===== src/rtl/seq_bit_serializer_pkg.sv =====
// seq_bit_serializer_pkg: shared state encoding and idle-level constant for the serializer
package seq_bit_serializer_pkg;

    typedef enum logic {
        IDLE  = 1'b0,
        SHIFT = 1'b1
    } ser_state_t;

    // Idle level held on the serial line between words; high so idle time cannot start a pattern
    localparam logic IDLE_LEVEL = 1'b1;

endpackage


===== src/rtl/seq_bit_serializer.sv =====
// seq_bit_serializer: parallel-to-serial shifter with a one-word holding buffer for gapless streaming
module seq_bit_serializer
    import seq_bit_serializer_pkg::*;
#(
    parameter int   WIDTH     = 8,
    parameter logic IDLE_BIT  = IDLE_LEVEL,
    parameter bit   MSB_FIRST = 1'b1
) (
    input  logic             clk,
    input  logic             reset,
    input  logic [WIDTH-1:0] din,
    input  logic             din_valid,
    output logic             din_ready,
    output logic             ser_out,
    output logic             ser_active,
    output logic             word_done
);

    localparam int CW = $clog2(WIDTH);

    ser_state_t       state;
    logic [CW-1:0]    bit_cnt;
    logic [WIDTH-1:0] shreg;
    logic [WIDTH-1:0] hold;
    logic             hold_full;
    logic             accept;
    logic             free;
    logic             cur_bit;

    // Outputs decode from registers only, so nothing combinational reaches them from din or din_valid
    assign cur_bit    = MSB_FIRST ? shreg[WIDTH-1] : shreg[0];
    assign din_ready  = !hold_full;
    assign ser_active = (state == SHIFT);
    assign ser_out    = (state == SHIFT) ? cur_bit : IDLE_BIT;
    assign word_done  = (state == SHIFT) && (bit_cnt == CW'(WIDTH - 1));
    assign accept     = din_valid && din_ready;
    assign free       = (state == IDLE) || word_done;

    // Shifter/hold-buffer sequencing: a held word always wins the reload, otherwise load din directly
    always_ff @(posedge clk or negedge reset) begin
        if (!reset) begin
            state     <= IDLE;
            bit_cnt   <= '0;
            shreg     <= '0;
            hold      <= '0;
            hold_full <= 1'b0;
        end else if (free) begin
            if (hold_full) begin
                shreg     <= hold;
                hold_full <= 1'b0;
                state     <= SHIFT;
                bit_cnt   <= '0;
            end else if (accept) begin
                shreg   <= din;
                state   <= SHIFT;
                bit_cnt <= '0;
            end else begin
                state <= IDLE;
            end
        end else begin
            if (accept) begin
                hold      <= din;
                hold_full <= 1'b1;
            end
            shreg   <= MSB_FIRST ? (shreg << 1) : (shreg >> 1);
            bit_cnt <= bit_cnt + 1'b1;
        end
    end

endmodule


===== config.mk =====
export PLATFORM = sky130hd
export DESIGN_NAME = seq_bit_serializer
export DESIGN_NICKNAME = d
export VERILOG_FILES = /design/src/rtl/seq_bit_serializer_pkg.sv /design/src/rtl/seq_bit_serializer.sv
export SDC_FILE = /design/constraint.sdc
export NUM_CORES = 1
export LEC_CHECK = 0
export ABC_AREA = 1
export ABC_CLOCK_PERIOD_IN_PS = 2300
export CORE_MARGIN = 1.5
export CORE_UTILIZATION = 69
export CTS_BUF_LIST = sky130_fd_sc_hd__clkbuf_4 sky130_fd_sc_hd__clkbuf_8
export CTS_CLUSTER_SIZE = 16
export DETAILED_ROUTE_END_ITERATION = 7
export DONT_BUFFER_PORTS = 1
export GPL_TIMING_DRIVEN = 0
export PLACE_DENSITY = 0.93
export SYNTH_ARGS = -nofsm -noshare
export SYNTH_HDL_FRONTEND = slang
export SYNTH_SLANG_ARGS = --single-unit
export TNS_END_PERCENT = 100

===== constraint.sdc =====
create_clock -name clk -period 2.3 [get_ports clk]
set_input_delay 0.23 -clock clk [delete_from_list [all_inputs] [get_ports clk]]
set_output_delay 0.23 -clock clk [all_outputs]
set_load 0.02 [all_outputs]

==> run metrics <==
status completed; Die Span Y ~42 um; fin util 81.4%; H-tree depth 1; FF-to-FF setup slack 0.74 ns; Routability Congestion 0.779; crit path buf inv count 1; crit path from bit_cnt[0]$_DFFE_PN0P_; Pwr Density 1190 nW/um^2; die area about 1800 um^2; Cell Chain, Critical Path ha_1 -> ha_1 -> nand2_1 -> inv_1; # nets final 142; CTS Sinks 21; Mapped Avg Cell Area roughly 8.6 um^2; most common library cells after synthesis 37 x nand2_1, 21 x dfrtp_1, 17 x nand3_1, 12 x inv_1; crit path launch type register; top cells by area, synth dfrtp_1 50%, nand2_1 13%, nand3_1 8.1%; Core Region 1370 um^2; CP dominant cell by count ha_1; Fmax achieved 629 MHz; number of CTS-inserted buffers 3; post-cts hold buffer count 1; final worst path period need about 1.6 ns; vias post-DR 822; Max Cap Violations 0; pin count of the biggest net entering global routing 22; CTS tree yes; DPL Wire Length 1370 um; clock root cell clkbuf_4; reg-to-reg endpoint hold[7]$_DFFE_PN0P_; Worst Skew 0.00127 ns; design area around 1100 um^2; Final Instance Count excl. Fillers around 140; crit path capture word_done; cell area after placement 1070 um^2; Vias/cell 5.75; drc violations 0; antenna violations before repair 0; CP Data Required Time between 2 and 2.5 ns; Layout area overhead 5.58%; Hold Fails Final Rpt 0; final worst-path cycle share 69.1%; drt wl/cell 13.3 um; die width 42.1 um; WL final approximately 1900 um; # diodes 0; syn nets 136; worst-path fanout max 3; clk buf depth 2; Post-synth ARST share 100%; drt pass-1 iters 4; library cells used by synthesis 17; Synth Warn # 0; layout cell share with drive strength beyond 1 21.1%; Worst Tran Pin Value 0.908 ns; Layout fillers 90; Slew Limit Fails 0; Post-CTS Setup Inserts 0; Setup CP Type register to primary output; post-synthesis instance total about 120; I/O Buffers 0; stages on the worst setup path 4; #FFs+latches synth 21; unrepaired setup endpoints after global routing false; CP peak stage delay ~0.42 ns; first-pass GRT wire length 3350 um; leak pwr 0.590 nW; GRT overflow 0; Max transition margin 39.3%; drt first-iter violations 26; sequential element share of the synthesized area approximately half; crit-path leading delay family adder cells; Yosys top cell by area dfrtp_1; Synth Cell Area around 1100 um^2; Resize count post-CTS 0; clk_lat worst skew ~0.3 ns; Hold/Removal Path Class input pin to register; vias in the first global route 822; post-synth top area share between 40% and 50%; initial core utilization 77.1%; Overall Global Routing Usage 25.1%; most frequent cell after synthesis nand2_1; Post-Place Cells about 140; hold path cells 2; Synth Flop Type dfrtp_1; final setup fails 0; CP max-delay cell dfrtp_1; Worst EP arrival roughly 1.4 ns; crit path capture type primary output; Reg clk slew, reported paths 0.11 ns; worst vdd ir 0.000743 V; row cnt 13; setup TNS 0 ns; number of synthesized flops with an enable pin 0; power after layout between 1 and 1.5 mW; Top-Level Pins 15; ANT nets after route 0; R2R depth 7; R2R Path Start bit_cnt[0]$_DFFE_PN0P_
-- worst min-delay path by stage --
stage	from	end
3_5_place_dp	reset	hold[6]$_DFFE_PN0P_
6_report	din_valid	ser_active$_DFFE_PN0P_
3_3_place_gp	reset	hold[6]$_DFFE_PN0P_
2_1_floorplan	reset	bit_cnt[0]$_DFFE_PN0P_
5_1_grt	din_valid	ser_active$_DFFE_PN0P_
4_1_cts	din_valid	ser_active$_DFFE_PN0P_
-- layout by cell type (no fill, tap or decap), drive strengths merged --
cell,count
clkbuf,4
buf,6
ha,2
or2,1
inv,13
o21ai,16
nand3,17
dfrtp,21
nor2,6
dlygate4sd3,1
a21oi,1
nand2,40
-- kinds of logic (layout without fill, tap and decap cells) --
group | count (synthesis) | in the layout | synth area share [%]
adders and majority gates | 2 | 2 | 2.37
buffers and inverters | 19 | 24 | 9.14
and+or+nand+nor | 64 | 64 | 27.7
DFF | 21 | 21 | 49.9
AOI/OAI and AO/OA | 17 | 17 | 10.9
-- final cells by class --
cell class | instances | area [um^2] | share of cell area, %
flip-flops and latches | 21 | 526 | 47.2
multi-input cells | 83 | 432 | 38.8
inverters | 13 | 48.8 | 4.39
plain buffers | 6 | 47.5 | 4.27
clock buffers | 4 | 30.0 | 2.70
well taps | 15 | 18.8 | 1.69
repair buffers | 1 | 10.0 | 0.900
-- layer usage --
layer	wire length (um)	global-route usage, %	part of all wire, %
met5	0	0	0
met4	48	9.38	2.5
met3	61	3.88	3.2
met2	998	45.3	52
met1	796	30.1	42
-- registers in the layout, summed over array words and instances, names as in the netlist --
signal and cells:
ser_active 1, hold_full 1, hold 8, bit_cnt 3, shreg 8
-- stage by stage --
step,hold WS (ns),setup WS (ns)
5_1_grt,0.0585,0.629
4_1_cts,0.0650,0.718
3_5_place_dp,-0.0652,0.771
6_report,0.0579,0.711
2_1_floorplan,-0.0656,0.904
3_3_place_gp,-0.0652,0.823
-- power breakdown --
group          internal (mW)  total, mW  switching, mW
clock network         0.0795      0.190          0.111
logic                  0.213      0.537          0.324
registers              0.516      0.602         0.0855
(Power assumes the default switching activity.)
